## src/rtl/pwm_chase_sequencer.sv

```systemverilog
// pwm_chase_sequencer
// Autonomous 4-LED brightness sequencer. A free-running PWM counter drives one
// compare per channel. A step-rate state machine fades one channel at a time
// up, holds it at full scale, fades it down, then moves on to the next channel.
// The linear duty of every channel is exported on duty_bus.
// Build option: define PWM_GAMMA_EN to apply square-law correction to the PWM
// compare. duty_bus keeps reporting the linear duty in either build.
module pwm_chase_sequencer #(
  parameter int unsigned CNT_W        = 8,
  parameter int unsigned N_CH         = 4,
  parameter int unsigned STEP_PERIODS = 4,
  parameter int unsigned DUTY_STEP    = 16,
  parameter int unsigned HOLD_STEPS   = 8
) (
  input  logic                      clk,
  input  logic                      rst,
  input  logic                      en,
  output logic [N_CH-1:0]           led,
  output logic [N_CH*CNT_W-1:0]     duty_bus,
  output logic [$clog2(N_CH)-1:0]   active_ch,
  output logic                      busy,
  output logic                      cycle_done
);

  localparam int unsigned CH_W   = $clog2(N_CH);
  localparam int unsigned PER_W  = (STEP_PERIODS > 1) ? $clog2(STEP_PERIODS) : 1;
  localparam int unsigned HOLD_W = (HOLD_STEPS > 1) ? $clog2(HOLD_STEPS) : 1;

  localparam logic [CNT_W-1:0]  MAX       = '1;
  localparam logic [CNT_W:0]    STEP_X    = (CNT_W+1)'(DUTY_STEP);
  localparam logic [PER_W-1:0]  PER_LAST  = PER_W'(STEP_PERIODS - 1);
  localparam logic [HOLD_W-1:0] HOLD_LAST = HOLD_W'(HOLD_STEPS - 1);
  localparam logic [CH_W-1:0]   CH_LAST   = CH_W'(N_CH - 1);

  typedef enum logic [1:0] {
    IDLE,
    UP,
    HOLD,
    DOWN
  } state_t;

  state_t             state;
  logic [CNT_W-1:0]   pwm_cnt;
  logic [PER_W-1:0]   per_cnt;
  logic [HOLD_W-1:0]  hold_cnt;
  logic [CNT_W-1:0]   duty [N_CH];
  logic [CNT_W-1:0]   eff  [N_CH];

  logic               period_end;
  logic               step_tick;
  logic [CNT_W-1:0]   cur_duty;
  logic [CNT_W:0]     sum_x;
  logic [CNT_W:0]     diff_x;
  logic [CNT_W-1:0]   up_duty;
  logic [CNT_W-1:0]   dn_duty;

  assign period_end = (pwm_cnt == MAX);
  assign step_tick  = period_end && (per_cnt == PER_LAST);

  // Free-running PWM timebase; runs regardless of en.
  always_ff @(posedge clk or posedge rst) begin
    if (rst) begin
      pwm_cnt <= '0;
    end else begin
      pwm_cnt <= pwm_cnt + 1'b1;
    end
  end

  // Counts PWM periods per sequencer step; parked at zero while disabled.
  always_ff @(posedge clk or posedge rst) begin
    if (rst) begin
      per_cnt <= '0;
    end else if (!en) begin
      per_cnt <= '0;
    end else if (step_tick) begin
      per_cnt <= '0;
    end else if (period_end) begin
      per_cnt <= per_cnt + 1'b1;
    end
  end

  // Saturating fade arithmetic on the active channel, one bit wider than duty.
  always_comb begin
    cur_duty = duty[active_ch];
    sum_x    = {1'b0, cur_duty} + STEP_X;
    diff_x   = {1'b0, cur_duty} - STEP_X;
    up_duty  = (sum_x > {1'b0, MAX}) ? MAX : sum_x[CNT_W-1:0];
    dn_duty  = diff_x[CNT_W] ? '0 : diff_x[CNT_W-1:0];
  end

  // Sequencer FSM: steps only on step_tick, which coincides with the PWM wrap,
  // so each PWM period sees a single duty value. Losing en overrides a step.
  always_ff @(posedge clk or posedge rst) begin
    if (rst) begin
      state      <= IDLE;
      busy       <= 1'b0;
      active_ch  <= '0;
      hold_cnt   <= '0;
      cycle_done <= 1'b0;
      for (int unsigned i = 0; i < N_CH; i++) begin
        duty[i] <= '0;
      end
    end else begin
      cycle_done <= 1'b0;
      if (!en) begin
        state     <= IDLE;
        busy      <= 1'b0;
        active_ch <= '0;
        hold_cnt  <= '0;
        for (int unsigned i = 0; i < N_CH; i++) begin
          duty[i] <= '0;
        end
      end else if (step_tick) begin
        case (state)
          IDLE: begin
            state <= UP;
            busy  <= 1'b1;
          end
          UP: begin
            duty[active_ch] <= up_duty;
            if (up_duty == MAX) begin
              state    <= HOLD;
              hold_cnt <= '0;
            end
          end
          HOLD: begin
            hold_cnt <= hold_cnt + 1'b1;
            if (hold_cnt == HOLD_LAST) begin
              state <= DOWN;
            end
          end
          DOWN: begin
            duty[active_ch] <= dn_duty;
            if (dn_duty == '0) begin
              state      <= UP;
              active_ch  <= (active_ch == CH_LAST) ? '0 : active_ch + 1'b1;
              cycle_done <= (active_ch == CH_LAST);
            end
          end
          default: begin
            state <= IDLE;
            busy  <= 1'b0;
          end
        endcase
      end
    end
  end

  // Debug/export view of the linear duty registers.
  always_comb begin
    duty_bus = '0;
    for (int unsigned i = 0; i < N_CH; i++) begin
      duty_bus[i*CNT_W +: CNT_W] = duty[i];
    end
  end

`ifdef PWM_GAMMA_EN
  // Square-law correction: eff = duty^2 >> CNT_W on a full-width product.
  always_comb begin
    logic [2*CNT_W-1:0] prod;
    prod = '0;
    eff  = '{default: '0};
    for (int unsigned i = 0; i < N_CH; i++) begin
      prod   = {{CNT_W{1'b0}}, duty[i]} * {{CNT_W{1'b0}}, duty[i]};
      eff[i] = CNT_W'(prod >> CNT_W);
    end
  end
`else
  // Linear build: the compare uses the duty register directly.
  always_comb begin
    eff = '{default: '0};
    for (int unsigned i = 0; i < N_CH; i++) begin
      eff[i] = duty[i];
    end
  end
`endif

  // Registered PWM compare; led lags the counter by one clock.
  always_ff @(posedge clk or posedge rst) begin
    if (rst) begin
      led <= '0;
    end else begin
      for (int unsigned i = 0; i < N_CH; i++) begin
        led[i] <= (pwm_cnt < eff[i]);
      end
    end
  end

endmodule
```

## config.mk

```make
export PLATFORM = sky130hd
export DESIGN_NAME = pwm_chase_sequencer
export DESIGN_NICKNAME = d
export VERILOG_FILES = /design/src/rtl/pwm_chase_sequencer.sv
export SDC_FILE = /design/constraint.sdc
export NUM_CORES = 1
export LEC_CHECK = 0
export CAP_MARGIN = 20
export CORE_UTILIZATION = 45
export CTS_CLUSTER_SIZE = 28
export DETAILED_ROUTE_END_ITERATION = 10
export HOLD_SLACK_MARGIN = 0.15
export MAX_ROUTING_LAYER = met4
export PLACE_DENSITY = 0.72
export SLEW_MARGIN = 20
export SYNTH_ARGS = -nofsm -noshare
export SYNTH_HDL_FRONTEND = slang
export SYNTH_SLANG_ARGS = --single-unit
```

## constraint.sdc

```tcl
create_clock -name clk -period 4.8 [get_ports clk]
set_input_delay 0.72 -clock clk [delete_from_list [all_inputs] [get_ports clk]]
set_output_delay 0.72 -clock clk [all_outputs]
set_load 0.01 [all_outputs]
```

==> results of run 1 <==
-- metal layers --
metal	global-route usage	part of all wire
met1	0.314	0.46
met2	0.343	0.47
met3	0.0337	0.053
met4	0.0672	0.0095
met5	-	0
-- worst max path at each step --
stage / end / cells after the start / from / slack (ns)
5_1_grt: hold_cnt[2] / 8 / active_ch[1] / 1.36
3_3_place_gp: hold_cnt[0] / 8 / active_ch[1] / 1.62
3_5_place_dp: hold_cnt[0] / 8 / active_ch[1] / 1.57
6_report: hold_cnt[2] / 8 / active_ch[1] / 1.55
2_1_floorplan: hold_cnt[0] / 9 / active_ch[1] / 1.91
4_1_cts: hold_cnt[0] / 8 / active_ch[1] / 1.52
-- cell type report --
cell class / count / area, um2
clock buffers: 5 / 68.8
clock inverters: 3 / 25.0
fillers: 653 / 3310
inverters: 38 / 143
multi-input cells: 224 / 1940
flip-flops and latches: 55 / 1380
well taps: 99 / 124
repair buffers: 43 / 428
-- synth_stat cells, types with 5 or more instances --
master and n:
sky130_fd_sc_hd__clkbuf_1 9, sky130_fd_sc_hd__nand2b_1 9, sky130_fd_sc_hd__inv_1 38, sky130_fd_sc_hd__dfrtp_1 55, sky130_fd_sc_hd__nand3_1 8, sky130_fd_sc_hd__a22o_1 24, sky130_fd_sc_hd__a21oi_1 11, sky130_fd_sc_hd__o21ai_0 6
sky130_fd_sc_hd__a21o_1 20, sky130_fd_sc_hd__nor2_1 8, sky130_fd_sc_hd__nand2_1 23, sky130_fd_sc_hd__o2bb2ai_1 8, sky130_fd_sc_hd__mux2i_1 5, sky130_fd_sc_hd__ha_1 43, sky130_fd_sc_hd__mux4_2 6, sky130_fd_sc_hd__xnor2_1 5
-- stage by stage --
step | hold slack (ns) | cells | area (um2)
after CTS | 0.513 | 467 | 4100
after floorplan | 0.462 | 328 | 3500
after global placement | 0.476 | 459 | 4010
after global routing | 0.531 | 467 | 4100
after detailed placement | 0.488 | 459 | 4010
final | 0.506 | 467 | 4100
-- registers in the layout, indices dropped and copies added, names as in the netlist, 2 cells and up --
signal	flops
hold_cnt	3
active_ch	2
state	2
duty_bus	32
led	4
per_cnt	2
pwm_cnt	8
-- cell families after synthesis --
kind of cell | share of synthesized area
AO/OA/AOI/OAI | 0.184
AND/OR/NAND/NOR | 0.112
flip-flops | 0.393
buffers and inverters | 0.0550
adder cells (fa/ha/maj) | 0.154
multiplexers | 0.0807
XOR/XNOR | 0.0225
-- where the power goes --
group,switching (uW),internal (uW)
clock,166,107
sequential,9.04,474
combinational,95.0,42.1
total,270,623
-- worst max-delay path, cell delays in order, from the launching register on --
cell                        delay (ns)
sky130_fd_sc_hd__dfrtp_1          0.73
sky130_fd_sc_hd__mux4_2           0.64
sky130_fd_sc_hd__ha_1             0.29
sky130_fd_sc_hd__xnor2_1          0.16
sky130_fd_sc_hd__or2_2            0.30
sky130_fd_sc_hd__o311ai_0         0.40
sky130_fd_sc_hd__o2bb2ai_2        0.14
sky130_fd_sc_hd__nor2_4           0.14
sky130_fd_sc_hd__mux2_1           0.33
==> metrics.csv, run 1 <==
stage;metric;value;unit
yosys;Synth Instances;328;
final_layout;number of nets at the end of the flow;413;
drt;wire length after detailed routing;8.20;mm
yosys;primary flip-flop cell chosen by synthesis mapping;sky130_fd_sc_hd__dfrtp_1;
yosys;total number of yosys warnings;0;
place;estimated wirelength of the detail-placed design;6.16;mm
worst_hold_path;path category of the worst min-delay check;reg2reg;
global_route;number of global-route vias before repair;2639;
power;sum of internal, switching and leakage power;893;uW
clock_tree;source-to-sink clock delay at the later pin of the worst-skew pair;0.32;ns
critical_path;nature of the critical path endpoint;register;
global_route;number of antenna violations at the first check in global routing;0;
floorplan;core region area;0.00741;mm2
place;gpl congestion;0.888;
critical_path;kind of critical path;reg2reg;
place;worst slack after detailed placement;1.57;ns
yosys;Mean Syn Cell Area;10.7;um2
critical_path;register-to-register setup slack;1.55;ns
worst_hold_path;Min-Delay Startpoint;hold_cnt[1];
timing;final period utilization;0.678;
place;buffers added on ports;42;
global_route;global-route wire length before repair;13.9;mm
timing;slew at the pin closest to its max-slew limit;0.697;ns
global_route;total routing resource utilization after global routing;0.226;
worst_hold_path;worst min-delay path endpoint;hold_cnt[1];
yosys;number of storage elements in the synthesis netlist;55;
critical_path;critical path fanouts, max;13;
status;result of the run;complete, no violations;
timing;Worst Setup Slack, final;1.55;ns
critical_path;logic depth of the worst register-to-register path;8;
floorplan;total I/O pin count;43;
critical_path;Reg2Reg Capture Point;hold_cnt[2];
yosys;post-synthesis sequential area ratio;0.393;
clock_tree;post-CTS clock slew at the launch and capture registers of the worst setup and hold paths;0.10;ns
final_layout;commonest cells after routing, fill and taps aside;55 x sky130_fd_sc_hd__dfrtp_1, 43 x sky130_fd_sc_hd__ha_1, 42 x sky130_fd_sc_hd__clkdlybuf4s50_1;
worst_hold_path;cell depth of the worst hold path;1;
yosys;cell type contributing the most total cell area after synthesis;sky130_fd_sc_hd__dfrtp_1;
yosys;Syn Std Cell Area;0.00350;mm2
floorplan;width of the die;90.3;um
timing;Tmin final;3.25;ns
drt;wire length per cell;17.6;um
final_layout;relative area change from synthesis to final layout;17.0;%
drt;number of detailed-route iterations in the first pass;4;
timing;number of endpoints failing setup at the final stage;0;
critical_path;type of element launching the critical path;register;
critical_path;critical register-to-register path startpoint;active_ch[1];
clock_tree;clock tree sinks;55;
yosys;portion of synthesized cell area occupied by the leading cell type;0.393;
clock_tree;clock buffers created by TritonCTS;5;
clock_tree;number of post-CTS setup repair buffers;0;
power;Leakage Power;0.00186;uW
critical_path;CP Data Arrival Time;3.45;ns
final_layout;Diodes inserted;0;
timing;setup skew after layout;0.0175;ns
global_route;sum of overflow across all layers after global routing;0;
drt;antenna viol nets, final;0;
global_route;maximum number of pins on one net before global-route repair;56;
job;maximum capacitance violations;0;
timing;RSZ-0062 raised after global routing;no;
timing;number of hold violations in the final report;0;
drt;vias post-DR;2583;
yosys;number of enable-type register cells in the synthesized netlist;0;
clock_tree;CTS HTree Levels;2;
drt;ratio of routed vias to standard cells;5.53;
timing;Post-Route Setup TNS;0;ns
final_layout;final core utilization;0.553;
timing;highest achievable clock rate;0.307;GHz
clock_tree;CTS tree;built;
final_layout;most frequent standard cell in the layout excluding fill and tap cells;sky130_fd_sc_hd__dfrtp_1;
yosys;fraction of synthesis flops using an asynchronous set or reset pin;1.00;
timing;worst slew margin relative to its limit;0.535;
power;worst vdd ir;0.000180;V
yosys;cell types with the largest area share after synthesis;sky130_fd_sc_hd__dfrtp_1 39%, sky130_fd_sc_hd__ha_1 15%, sky130_fd_sc_hd__a22o_1 6.0%;
clock_tree;CTS Hold Bufs;0;
timing;number of max-slew violations in the final report;0;
clock_tree;cells resized by post-CTS repair;0;
yosys;post-synth net total;374;
floorplan;Die Ht;90.3;um
final_layout;share of final-layout standard cells stronger than drive strength 1;0.0761;
yosys;Synth cell types;45;
floorplan;initial core utilization;0.473;
floorplan;area of the die;0.00815;mm2
drt;final routed DRC violation total;0;
critical_path;required time worst endpoint;5.00;ns
floorplan;Cell Rows;31;
clock_tree;Root Driver;sky130_fd_sc_hd__clkbuf_8;
power;total power per unit cell area;218;mW/mm2
clock_tree;number of buffers on the longest clock path;2;
drt;DRC marker count from the first detailed-route iteration;139;
(Power assumes the default switching activity.)
==> run 2, diff against run 1 <==
- PLACE_DENSITY: 0.72 -> 0.74
- clock period: 4.8 -> 2.9 ns (I/O delays scaled with it)
==> run 2 against run 1 <==
  * Sequential cell count stayed put
  * Clock skew is 0.0078 ns lower
  * Count of clock-buffer cells in the layout is 1 higher
  * Via count is 1.9% higher
  * Clock power is 100% higher
  * Routed wire length is 0.87% lower
  * Sequential share of layout area is 0.91 points lower
  * Non-clock buffer count is 9 higher
  * Largest cell class unchanged
==> metrics.csv, run 2 (same netlist as run 1, synthesis figures left out) <==
stage;metric;value;unit;change
global_route;number of antenna violations at the first check in global routing;0;;unchanged
floorplan;Die Ht;90.3;um;unchanged
timing;Tmin final;2.77;ns;-0.484 ns
power;Leakage Power;0.00193;uW;+3.5%
clock_tree;number of buffers on the longest clock path;2;;unchanged
drt;final routed DRC violation total;0;;unchanged
clock_tree;CTS tree;built;;
timing;number of hold violations in the final report;0;;unchanged
drt;ratio of routed vias to standard cells;5.53;;about the same
clock_tree;number of post-CTS setup repair buffers;0;;unchanged
final_layout;share of final-layout standard cells stronger than drive strength 1;0.106;;+0.0300
power;Pint;1140;uW;+83%
final_layout;Filler cells;629;;-3.7%
drt;antenna viol nets, final;0;;unchanged
timing;RSZ-0062 raised after global routing;no;;
drt;wire length per cell;17.1;um;-2.7%
final_layout;number of nets at the end of the flow;422;;+2.2%
place;buffers added on ports;42;;unchanged
clock_tree;CTS HTree Levels;2;;unchanged
worst_hold_path;path category of the worst min-delay check;in2async;;
job;maximum capacitance violations;0;;unchanged
status;result of the run;complete, no violations;;
critical_path;CP Data Arrival Time;2.96;ns;-0.49 ns
timing;slew at the pin closest to its max-slew limit;0.559;ns;-0.138 ns
power;share of total power consumed by net switching;0.275;;-0.0274
floorplan;area of the die;0.00815;mm2;unchanged
final_layout;commonest cells after routing, fill and taps aside;54 x sky130_fd_sc_hd__dfrtp_1, 42 x sky130_fd_sc_hd__ha_1, 42 x sky130_fd_sc_hd__clkdlybuf4s50_1;;
place;worst slack after detailed placement;0.0451;ns;-1.52 ns
global_route;total routing resource utilization after global routing;0.220;;-0.00586
floorplan;core region area;0.00741;mm2;unchanged
critical_path;register-to-register setup slack;0.13;ns;-1.42 ns
final_layout;area occupied by registers;0.00138;mm2;about the same
timing;worst slew margin relative to its limit;0.623;;+0.0880
clock_tree;post-CTS clock slew at the launch and capture registers of the worst setup and hold paths;0.11;ns;about the same
clock_tree;source-to-sink clock delay at the later pin of the worst-skew pair;0.31;ns;about the same
drt;vias post-DR;2633;;+1.9%
power;Reg power frac;0.507;;-0.034
timing;final period utilization;0.955;;+0.277
floorplan;total I/O pin count;43;;unchanged
critical_path;critical path fanouts, max;5;;-8
timing;Post-Route Setup TNS;0;ns;unchanged
timing;Worst Setup Slack, final;0.130;ns;-1.42 ns
timing;number of endpoints failing setup at the final stage;0;;unchanged
critical_path;Critical Path End;hold_cnt[0];;
critical_path;required time worst endpoint;3.09;ns;-1.91 ns
final_layout;area taken by multi-input logic gates;0.00194;mm2;+0.45%
critical_path;kind of critical path;reg2reg;;
critical_path;logic depth of the worst register-to-register path;8;;unchanged
floorplan;initial core utilization;0.473;;unchanged
critical_path;nature of the critical path endpoint;register;;
drt;number of detailed-route iterations in the first pass;4;;unchanged
critical_path;Reg2Reg Capture Point;hold_cnt[0];;
timing;number of max-slew violations in the final report;0;;unchanged
final_layout;relative area change from synthesis to final layout;20.4;%;
timing;highest achievable clock rate;0.361;GHz;+17%
clock_tree;clock buffers created by TritonCTS;5;;unchanged
clock_tree;clock tree sinks;55;;unchanged
drt;wire length after detailed routing;8.13;mm;-0.87%
global_route;sum of overflow across all layers after global routing;0;;unchanged
power;worst vdd ir;0.000184;V;+2.5%
floorplan;width of the die;90.3;um;unchanged
power;NetSw;434;uW;+60%
critical_path;type of element launching the critical path;register;;
place;gpl congestion;0.966;;+8.8%
global_route;number of global-route vias before repair;2710;;+2.7%
global_route;global-route wire length before repair;13.6;mm;-2.2%
power;total power per unit cell area;374;mW/mm2;+72%
critical_path;critical register-to-register path startpoint;active_ch[1];;
global_route;maximum number of pins on one net before global-route repair;56;;unchanged
final_layout;flip-flop count of the largest register, all copies and words added;32;;unchanged
clock_tree;Root Driver;sky130_fd_sc_hd__clkbuf_8;;
power;sum of internal, switching and leakage power;1580;uW;+76%
floorplan;Cell Rows;31;;unchanged
place;estimated wirelength of the detail-placed design;6.12;mm;-0.61%
clock_tree;CTS Hold Bufs;0;;unchanged
clock_tree;cells resized by post-CTS repair;1;;+1
power;fraction of power consumed by the clock network;0.346;;+0.040
final_layout;most frequent standard cell in the layout excluding fill and tap cells;sky130_fd_sc_hd__dfrtp_1;;
critical_path;source of the critical timing path;active_ch[1];;
final_layout;Diodes inserted;0;;unchanged
drt;DRC marker count from the first detailed-route iteration;130;;-6.5%
power;power share of the combinational group;0.147;;-0.006
timing;setup skew after layout;0.00963;ns;-0.00784 ns
==> run 2: metrics by stage <==
stage | instances | cell area, um2 | util | hold WS, ns
2_1_floorplan | 328 | 3500 | - | 0.462
3_3_place_gp | 468 | 4090 | 0.552 | 0.476
3_5_place_dp | 468 | 4090 | 0.552 | 0.483
4_1_cts | 476 | 4210 | 0.568 | 0.491
5_1_grt | 476 | 4220 | 0.569 | 0.510
6_report | 476 | 4220 | 0.569 | 0.477
==> run 2: critical path, stage by stage, from the launching register on <==
cell and delay, ns:
sky130_fd_sc_hd__dfrtp_2 0.42, sky130_fd_sc_hd__mux4_2 0.58, sky130_fd_sc_hd__ha_2 0.24, sky130_fd_sc_hd__xnor2_1 0.14, sky130_fd_sc_hd__or4_4 0.49, sky130_fd_sc_hd__a21oi_4 0.19
sky130_fd_sc_hd__o2bb2ai_2 0.12, sky130_fd_sc_hd__nor2_4 0.13, sky130_fd_sc_hd__mux2_1 0.33
==> run 2: routing by layer <==
| layer | share of wire | global-route usage | vias to the layer above |
|---|---|---|---|
| met5 | 0 | - | - |
| met4 | 0.021 | 0.0659 | 0 |
| met3 | 0.038 | 0.0303 | 12 |
| met2 | 0.48 | 0.349 | 62 |
| met1 | 0.46 | 0.294 | 1302 |
| li1 | - | - | 1257 |
==> run 2: power groups by stage <==
stage	clock (uW)	sequential, uW	combinational (uW)
after floorplan	0	811	165
final	546	799	231
after CTS	564	800	233
after global placement	0	813	224
after detailed placement	0	815	232
after global routing	593	804	258
==> run 2: worst min path at each step <==
stage,start,endpoint
detailed placement,hold_cnt[1],hold_cnt[1]
finish,rst,cycle_done
global placement,hold_cnt[1],hold_cnt[1]
floorplan,hold_cnt[1],hold_cnt[1]
global route,rst,hold_cnt[0]
CTS,rst,duty_bus[22]
==> run 2: layout make-up <==
class | instances | share of cell area
well taps | 99 | 0.0294
clock inverters | 2 | 0.00920
clock buffers | 6 | 0.0196
inverters | 38 | 0.0338
multi-input cells | 224 | 0.461
flip-flops and latches | 55 | 0.327
repair buffers | 52 | 0.120
